## src/rtl/datapath.sv

```systemverilog
// -----------------------------------------------------------------------------
// datapath
// Execution stage fed by the processor control unit. It holds a register file
// with two combinational read ports and one synchronous write port, a
// combinational ALU, and a data memory with combinational read and synchronous
// write. A 2:1 mux picks the register write-back source (ALU or memory).
// Zero/Ovf are registered status flags reserved for future branch support.
//
// Ports
//   Clk         in   system clock, all state updates on the rising edge
//   Reset       in   asynchronous active-high reset (RF and flags only)
//   D_Addr      in   data-memory address
//   D_Wr        in   data-memory write enable (stores Ra_data)
//   RF_s        in   write-back select: 0 = ALU_Out, 1 = Mem_Out
//   RF_W_en     in   register-file write enable
//   RF_W_addr   in   register-file write address
//   RF_Ra_addr  in   read port A address
//   RF_Rb_addr  in   read port B address
//   Alu_s0      in   ALU operation select
//   Ra_data     out  read port A value (combinational)
//   Rb_data     out  read port B value (combinational)
//   ALU_Out     out  ALU result (combinational)
//   Mem_Out     out  data-memory word at D_Addr (combinational)
//   Zero        out  registered: last ALU write-back result was zero
//   Ovf         out  registered: last ADD/SUB/INC write-back overflowed
// -----------------------------------------------------------------------------
module datapath #(
    parameter int DATA_W = 16,
    parameter int RF_AW  = 4,
    parameter int DM_AW  = 8
) (
    input  logic              Clk,
    input  logic              Reset,
    input  logic [DM_AW-1:0]  D_Addr,
    input  logic              D_Wr,
    input  logic              RF_s,
    input  logic              RF_W_en,
    input  logic [RF_AW-1:0]  RF_W_addr,
    input  logic [RF_AW-1:0]  RF_Ra_addr,
    input  logic [RF_AW-1:0]  RF_Rb_addr,
    input  logic [2:0]        Alu_s0,
    output logic [DATA_W-1:0] Ra_data,
    output logic [DATA_W-1:0] Rb_data,
    output logic [DATA_W-1:0] ALU_Out,
    output logic [DATA_W-1:0] Mem_Out,
    output logic              Zero,
    output logic              Ovf
);

    localparam int RF_N = 1 << RF_AW;
    localparam int DM_N = 1 << DM_AW;
    localparam logic [DATA_W-1:0] ONE_C = {{(DATA_W-1){1'b0}}, 1'b1};

    typedef enum logic [2:0] {
        ALU_ZERO = 3'b000,
        ALU_ADD  = 3'b001,
        ALU_SUB  = 3'b010,
        ALU_PASS = 3'b011,
        ALU_XOR  = 3'b100,
        ALU_OR   = 3'b101,
        ALU_AND  = 3'b110,
        ALU_INC  = 3'b111
    } alu_op_e;

    // Signed overflow of r = a + b: operands agree in sign, result does not.
    function automatic logic add_ovf(input logic [DATA_W-1:0] a,
                                     input logic [DATA_W-1:0] b,
                                     input logic [DATA_W-1:0] r);
        return (a[DATA_W-1] == b[DATA_W-1]) && (r[DATA_W-1] != a[DATA_W-1]);
    endfunction

    // Signed overflow of r = a - b: operands differ in sign, result sign
    // differs from the minuend.
    function automatic logic sub_ovf(input logic [DATA_W-1:0] a,
                                     input logic [DATA_W-1:0] b,
                                     input logic [DATA_W-1:0] r);
        return (a[DATA_W-1] != b[DATA_W-1]) && (r[DATA_W-1] != a[DATA_W-1]);
    endfunction

    logic [DATA_W-1:0] rf_q [RF_N];
    logic [DATA_W-1:0] mem_q [DM_N];
    logic              zero_q;
    logic              zero_d;
    logic              ovf_q;
    logic              ovf_d;
    logic [DATA_W-1:0] alu_res_s;
    logic              alu_ovf_s;
    logic [DATA_W-1:0] wb_data_s;
    alu_op_e           alu_op_s;

    assign Ra_data   = rf_q[RF_Ra_addr];
    assign Rb_data   = rf_q[RF_Rb_addr];
    assign Mem_Out   = mem_q[D_Addr];
    assign ALU_Out   = alu_res_s;
    assign Zero      = zero_q;
    assign Ovf       = ovf_q;
    assign alu_op_s  = alu_op_e'(Alu_s0);
    // Memory read is taken before this edge's store lands, so a simultaneous
    // load + store returns the old word.
    assign wb_data_s = RF_s ? Mem_Out : alu_res_s;

    // ALU result and its signed-overflow indication.
    always_comb begin
        alu_res_s = '0;
        alu_ovf_s = 1'b0;
        case (alu_op_s)
            ALU_ZERO: begin
                alu_res_s = '0;
            end
            ALU_ADD: begin
                alu_res_s = Ra_data + Rb_data;
                alu_ovf_s = add_ovf(Ra_data, Rb_data, alu_res_s);
            end
            ALU_SUB: begin
                alu_res_s = Ra_data - Rb_data;
                alu_ovf_s = sub_ovf(Ra_data, Rb_data, alu_res_s);
            end
            ALU_PASS: begin
                alu_res_s = Ra_data;
            end
            ALU_XOR: begin
                alu_res_s = Ra_data ^ Rb_data;
            end
            ALU_OR: begin
                alu_res_s = Ra_data | Rb_data;
            end
            ALU_AND: begin
                alu_res_s = Ra_data & Rb_data;
            end
            ALU_INC: begin
                alu_res_s = Ra_data + ONE_C;
                alu_ovf_s = add_ovf(Ra_data, ONE_C, alu_res_s);
            end
            default: begin
                alu_res_s = '0;
                alu_ovf_s = 1'b0;
            end
        endcase
    end

    // Flags follow only ALU write-backs; loads and idle cycles hold them.
    always_comb begin
        zero_d = zero_q;
        ovf_d  = ovf_q;
        if (RF_W_en && !RF_s) begin
            zero_d = (alu_res_s == '0);
            ovf_d  = alu_ovf_s;
        end else begin
            zero_d = zero_q;
            ovf_d  = ovf_q;
        end
    end

    // Status flag registers.
    always_ff @(posedge Clk or posedge Reset) begin
        if (Reset) begin
            zero_q <= 1'b0;
            ovf_q  <= 1'b0;
        end else begin
            zero_q <= zero_d;
            ovf_q  <= ovf_d;
        end
    end

    // Register file write port; R0 is an ordinary register.
    always_ff @(posedge Clk or posedge Reset) begin
        if (Reset) begin
            for (int i = 0; i < RF_N; i++) begin
                rf_q[i] <= '0;
            end
        end else if (RF_W_en) begin
            rf_q[RF_W_addr] <= wb_data_s;
        end
    end

    // Data memory store port; contents survive Reset but no store happens
    // while Reset is held.
    always_ff @(posedge Clk) begin
        if (D_Wr && !Reset) begin
            mem_q[D_Addr] <= Ra_data;
        end
    end

endmodule

```

## config.mk

```make
export PLATFORM = sky130hd
export DESIGN_NAME = datapath
export DESIGN_NICKNAME = d
export VERILOG_FILES = /design/src/rtl/datapath.sv
export SDC_FILE = /design/constraint.sdc
export NUM_CORES = 2
export LEC_CHECK = 0
export CAP_MARGIN = 5
export CORE_MARGIN = 4
export CORE_UTILIZATION = 30
export DETAILED_ROUTE_END_ITERATION = 10
export SLEW_MARGIN = 10
export SYNTH_ARGS = -nofsm -noshare
export SYNTH_HDL_FRONTEND = slang
export SYNTH_SLANG_ARGS = --single-unit
```

## constraint.sdc

```tcl
create_clock -name Clk -period 39.6 [get_ports Clk]
set_clock_uncertainty 0.1 [all_clocks]
set_input_delay 7.92 -clock Clk [delete_from_list [all_inputs] [get_ports Clk]]
set_output_delay 7.92 -clock Clk [all_outputs]
set_load 0.02 [all_outputs]
```

# Word-level counts from Yosys, hierarchy flattened

Memory sizes are Yosys's and may differ from the RTL's.
Cells that the tools add are included.

Word-level logic and storage cells: 69
Output and inout port bits: 66
RAM bits: 4,096
Flip-flop bits (word level): 258
Input port bits: 28
Memories kept: 1

Reductions and logical operators: 10
Add/sub/neg operators: 3
Eq/ne operators: 12
Bitwise operators: 7
Muxes and demuxes: 14
Order comparisons: 4

Memories:

| memory | depth | width | read ports | clocked after memory_dff | write ports | RTL line | text |
|---|---|---|---|---|---|---|---|
| mem_q  | 256   | 16    | 1          | 0                        | 1           | 81       | `logic [DATA_W-1:0] mem_q [DM_N];` |

Operators with widths:

| operator                | count |
|---|---|
| $bwmux W256             | 1 |
| $bmux W16 S4            | 2 |
| $pmux W16 S8            | 1 |
| $mux W16                | 6 |
| $demux W16 S4           | 1 |
| $add A16 B1 Y16 const B | 1 |
| $add A16 B16 Y16        | 1 |
| $and A16 B16 Y16        | 1 |
| $logic_not A16 Y1       | 1 |
| $or A16 B16 Y16         | 1 |
| $sub A16 B16 Y16        | 1 |
| $xor A16 B16 Y16        | 1 |
| $ge A5 B5 Y1 const B    | 3 |
| $not A4 Y5              | 3 |
| $eq A3 B3 Y1 const B    | 4 |
| $eq A3 B2 Y1 const B    | 2 |
| $logic_and A1 B1 Y1     | 6 |
| $lt A5 B1 Y1 const B    | 1 |
| $ne A1 B1 Y1            | 4 |
| $eq A3 B1 Y1 const B    | 1 |
| $logic_not A3 Y1        | 1 |
| $pmux W1 S3             | 1 |
| $logic_not A1 Y1        | 2 |
| $mux W1                 | 2 |
| 2 further kinds         | 2 |

# Longest topological paths before layout

Depth in word-level cells: 8
Depth in mapped cells: 22
Depth with buffers taken out: 17

# Least setup slack after synthesis

No wires, ideal clock.

Path type: input-to-output
Start point: input port RF_Ra_addr[0]
End point: output port ALU_Out[15]
Setup slack: 13.045 ns
Cell stages on the path: 18
Arrival time: 18.535 ns
Cells stage by stage: buf_4 buf_6 buf_6 buf_4 mux2i_1 a221oi_1 a21oi_1 o21ai_1 nand2_1 nor3_2 and3_1 ha_1 mux4_2 o21ai_0 a211oi_1 o31a_1 o21ai_0 and3_1

Word-level cells in the longest chain between the ends: 6

Ends and longest elaborated chain:

| item                                             | RTL line | text |
|---|---|---|
| start: declaration                               | 39       | `input logic [RF_AW-1:0] RF_Ra_addr,` |
| $not A4 Y5 (not written as such) (*)             | 91       | `assign Ra_data = rf_q[RF_Ra_addr];` |
| $bmux W16 S4 (*)                                 | 91       |  |
| $mux W16 (not written as such) (*) (2 in series) | 91       |  |
| via Ra_data[11]                                  | 42       | `output logic [DATA_W-1:0] Ra_data,` |
| $add A16 B1 Y16 (tied with other cells)          | 131      | `alu_res_s = Ra_data + ONE_C;` |
| $pmux W16 S8 (*)                                 | 106      | `case (alu_op_s)` |
| end: declaration                                 | 44       | `output logic [DATA_W-1:0] ALU_Out,` |

Mark *: on every way through the listed nets, which the timed path passes. The rest lies on a longest branch. The select of a mux whose other input is x is not followed.

# Final worst setup path

Start point: input port D_Addr[0]
End point: output port Mem_Out[12]

Word-level cells in the longest chain between the ends: 1

Ends and longest elaborated chain:

| item               | RTL line | text |
|---|---|---|
| start: declaration | 34       | `input logic [DM_AW-1:0] D_Addr,` |
| $mem_v2 Z256 W16   | -        |  |
| end: declaration   | 45       | `output logic [DATA_W-1:0] Mem_Out,` |

Every way passes these cells.

==> tab_implementation.tex <==
\begin{tabular}{lr}
\hline
Metric & Value \\
\hline
\multicolumn{2}{l}{\textbf{Run status}} \\
\quad Result of the run & complete, no violations \\
\multicolumn{2}{l}{\textbf{Cells and area}} \\
\quad Layout cells sized above 1 & 34.29\% \\
\quad Layout overhead on the synthesized area & 15.51\% \\
\quad FILL cells & 52490 \\
\quad Final Cell Area & $\sim$200000 µm² \\
\quad Number of nets in the finished design & between 8000 and 9000 \\
\multicolumn{2}{l}{\textbf{Floorplan}} \\
\quad Die area & roughly 600000 µm² \\
\quad Boundary Pins & between 90 and 100 \\
\quad Effective utilization at floorplan & 30.16\% \\
\quad Horiz. Die Dim & between 700 and 800 µm \\
\quad Height of the die & roughly 770 µm \\
\quad Core area & between 500000 and 600000 µm² \\
\quad Standard-cell rows & 278 \\
\multicolumn{2}{l}{\textbf{Critical path}} \\
\quad Highest fanout seen on the critical path & 87 \\
\quad Req. time, crit path & approximately 32000 ps \\
\quad Startpoint Class & input pin \\
\quad Setup slack of the worst register-to-register path & 33310 ps \\
\quad Worst Path Class, Setup & in2out \\
\quad Reg2reg start & rf\_q[99] \\
\quad R2R cell count & 13 \\
\quad Critical Path AT & $\sim$15000 ps \\
\quad Reg2reg end & Zero \\
\quad Nature of the critical path endpoint & output port \\
\multicolumn{2}{l}{\textbf{Routing}} \\
\quad Vias after detailed routing & roughly 86000 \\
\quad Routed len/inst & around 30 µm \\
\quad Drt initial violations & approximately 12000 \\
\quad Antenna-violating nets left & 0 \\
\quad Vias per std cell & 5.272 \\
\quad First drt pass iteration count & 6 \\
\quad Detailed Route WL & between 400000 and 500000 µm \\
\quad Post-detailed-route DRC marker count & 0 \\
\multicolumn{2}{l}{\textbf{Logic synthesis}} \\
\quad Count of different cell masters after synthesis & 78 \\
\quad Area share of the largest cell type after synthesis & 70.97\% \\
\quad Number of warnings reported in the yosys synthesis log & 0 \\
\quad Count of flip-flops with a built-in enable after synthesis & $\sim$4000 \\
\quad Top cell type by total area after synthesis & edfxtp\_1 \\
\quad Syn Nets & a little under 8000 \\
\quad Most common flop cell mapped by yosys & edfxtp\_1 \\
\quad Flops \& latches, synth & 4354 \\
\quad Per-instance average area after synthesis & around 22 µm² \\
\quad Sequential area share after synthesis & 74.69\% \\
\quad Share of flip-flops with an asynchronous set or reset & 5.926\% \\
\quad Post-synthesis cell area & 173300 µm² \\
\quad Synth Instances & roughly 7800 \\
\quad Cell types occupying the most area after synthesis & edfxtp\_1 (71\%), mux4\_2 (19\%), dfrtp\_1 (3.7\%), mux2\_2 (1.0\%), nand2\_1 (0.89\%) \\
\multicolumn{2}{l}{\textbf{Global route}} \\
\quad Via count of the first global-routing pass & just under 90000 \\
\quad Global-route wire length before repair & approximately 680000 µm \\
\quad Number of antenna violations at the first check in global routing & 31 \\
\quad GRT Total Usage & 16.07\% \\
\quad Remaining Overflow, GRT & 0 \\
\quad Maximum number of pins on one net before global-route repair & around 120 \\
\multicolumn{2}{l}{\textbf{STA}} \\
\quad Final worst path period share & roughly three fifths \\
\quad Count of endpoints failing setup in the final report & 0 \\
\quad Slew HR & about an eighth \\
\quad Final critical path time including I/O delays and setup & around 23000 ps \\
\quad Transition time at the pin with the least slew margin & approximately 1300 ps \\
\quad Hold violation total from the final report & 0 \\
\quad Setup TNS & 0 ps \\
\quad Achievable frequency & between 40 and 50 MHz \\
\quad Final Slew Violations & 0 \\
\quad Unrepaired setup endpoints after global routing & false \\
\multicolumn{2}{l}{\textbf{Clock network}} \\
\quad Number of buffers created by CTS & approximately 430 \\
\quad Clock insertion delay at the later pin of the skew report & 1010 ps \\
\quad Maximum level of the CTS H-tree & 5 \\
\quad Master cell of the clock root buffer & clkbuf\_16 \\
\quad Setup Fix Bufs, Post-CTS & 0 \\
\quad Clock sinks & between 4000 and 5000 \\
\quad Bufs on Longest Clock Path & 4 \\
\quad CTS clk-pin slew, worst paths & around 50 ps \\
\quad Post-cts gate resize count & 0 \\
\quad Quantity of hold-fixing buffers added after cts & 0 \\
\quad Clock tree from TritonCTS & done \\
\multicolumn{2}{l}{\textbf{Min path}} \\
\quad Hold Crit Start & rf\_q[11] \\
\quad Worst hold path cell count & 2 \\
\quad WHS Endpoint & rf\_q[11] \\
\quad Kind of path behind the tightest hold check & reg2reg \\
\multicolumn{2}{l}{\textbf{Power}} \\
\quad Switching pwr & about 3.1 mW \\
\quad Power density normalized to cell area & approximately 58 nW/µm² \\
\quad Maximum ir drop on the vdd rail & 0.03849 mV \\
\quad Part of the power in registers & 49.5\% \\
\quad Share of power burned in combinational logic & between 10\% and 20\% \\
\quad Static leakage power & 63.09 nW \\
\quad Portion of total power attributed to the clock network & roughly 35\% \\
\quad Internal power component & roughly 8.5 mW \\
\quad Net switching fraction of the power & a little over a quarter \\
\multicolumn{2}{l}{\textbf{Placed design}} \\
\quad Count of buffers from port buffering & just over 90 \\
\quad Total half-perimeter wirelength after legalization and detailed placement & around 290000 µm \\
\quad Area after DPL & about 190000 µm² \\
\quad RD Place Congestion & around 0.86 \\
\multicolumn{2}{l}{\textbf{Run}} \\
\quad Number of maximum-capacitance constraint violations & 0 \\
\hline
\end{tabular}
## state kept, by name (all words and copies together) (netlist names)
| signal | count |
|---|---|
| mem_q | 4096 |
| rf_q | 256 |
| Ovf | 1 |
| Zero | 1 |
## cells in the final DEF, fill, tap and decap left out, types with 18 or more instances in the layout
master           instances
clkbuf_16              435
nand2_1                399
nand4_1                 18
nor2_2                 246
clkdlybuf4s50_1         81
mux2_2                 156
buf_4                  413
mux4_2                1443
nand2b_1                22
edfxtp_1              4096
a32oi_1                 29
nor2_1                  67
nand3_1                 39
dfrtp_1                258
mux2i_1                 43
bufinv_16               51
o22ai_1                 18
inv_1                   53
clkinvlp_4              19
ha_1                    50
a21oi_1                 32
a22oi_1                 30
clkinv_1                87
clkinv_2                82
o21ai_0                 48
clkbuf_1                90
## synthesized netlist by cell type, drive strengths merged (5+ instances only)
library cell,number
a211o,8
a211oi,7
a21o,8
a21oi,34
a221o,11
a221oi,8
a22o,9
a22oi,30
a31oi,10
a32oi,29
and2,8
and3,7
buf,212
clkbuf,255
dfrtp,258
edfxtp,4096
ha,50
inv,63
mux2,156
mux2i,44
mux4,1451
nand2,409
nand2b,22
nand3,44
nand3b,5
nand4,18
nor2,317
nor2b,19
nor3,18
o211ai,5
o21ai,55
o21bai,6
o221ai,10
o22ai,18
o31ai,7
or4,8
xnor2,15
## critical path: stages
cell and delay [ps]:
buf_16 400, buf_4 740, buf_4 720, buf_4 890, mux4_2 620, mux4_2 510
mux2i_1 390, o21ai_0 160, o21ai_0 970, o221ai_1 770, buf_4 360, clkdlybuf4s50_1 540
## power by group through the flow
stage / Clock, mW / Sequential [mW] / Combinational, mW
6_report: 4.12 / 5.75 / 1.75
2_1_floorplan: 0 / 5.92 / 0.988
3_5_place_dp: 0 / 5.84 / 1.75
5_1_grt: 4.38 / 5.76 / 1.86
3_3_place_gp: 0 / 5.82 / 1.68
4_1_cts: 4.18 / 5.74 / 1.75
## worst max path at each step
stage	from	cells after the start	slack [ps]	endpoint
3_3_place_gp	D_Addr[0]	12	16180	Mem_Out[12]
4_1_cts	D_Addr[0]	12	16220	Mem_Out[12]
2_1_floorplan	RF_Ra_addr[0]	18	13040	ALU_Out[15]
6_report	D_Addr[0]	12	16270	Mem_Out[12]
5_1_grt	D_Addr[0]	12	15770	Mem_Out[12]
3_5_place_dp	D_Addr[0]	12	16220	Mem_Out[12]
## per-layer routing
metal | track usage, % | part of all wire [%] | vias up
met5 | 0 | 0.012 | -
met3 | 3.244 | 9.7 | 900
met4 | 6.100 | 4.2 | 8
met2 | 25.79 | 47 | 4731
li1 | - | - | 33870
met1 | 21.61 | 39 | 46640
## area by class of cell
class | count | area (µm²) | area share [%]
flip-flops and latches | 4354 | 129500 | 64.66
multi-input cells | 2903 | 42320 | 21.14
clock buffers | 531 | 11310 | 5.647
well taps | 7700 | 9634 | 4.813
repair buffers | 511 | 4184 | 2.090
clock inverters | 269 | 2952 | 1.474
inverters | 65 | 320.3 | 0.1600
diodes | 7 | 17.52 | 0.008750
## logic make-up (layout without fill, tap and decap cells)
| kind of cell | count (synthesis) | after routing | share of synthesized area [%] |
|---|---|---|---|
| AO/OA/AOI/OAI | 293 | 293 | 1.229 |
| XOR/XNOR | 15 | 15 | 0.07580 |
| adder cells (fa/ha/maj) | 52 | 52 | 0.3841 |
| buffers and inverters | 532 | 1376 | 1.334 |
| flip-flops | 4354 | 4354 | 74.69 |
| multiplexers | 1651 | 1651 | 20.13 |
| other | 0 | 7 | 0 |
| AND/OR/NAND/NOR | 892 | 892 | 2.150 |
## stage by stage
step                      setup slack, ps  hold WS [ps]  util, %  power [mW]  std cells
after floorplan                     13040         354.4        -       6.907       7789
after global placement              16180         371.0    32.35       7.497      15530
after detailed placement            16220         385.0    32.35       7.590      15530
after CTS                           16220         398.4    34.84       11.68      16330
after global routing                15770         425.1    34.84       12.00      16330
final                               16270         400.2    34.84       11.62      16340
No activity file was read; power rests on OpenSTA's default activity.
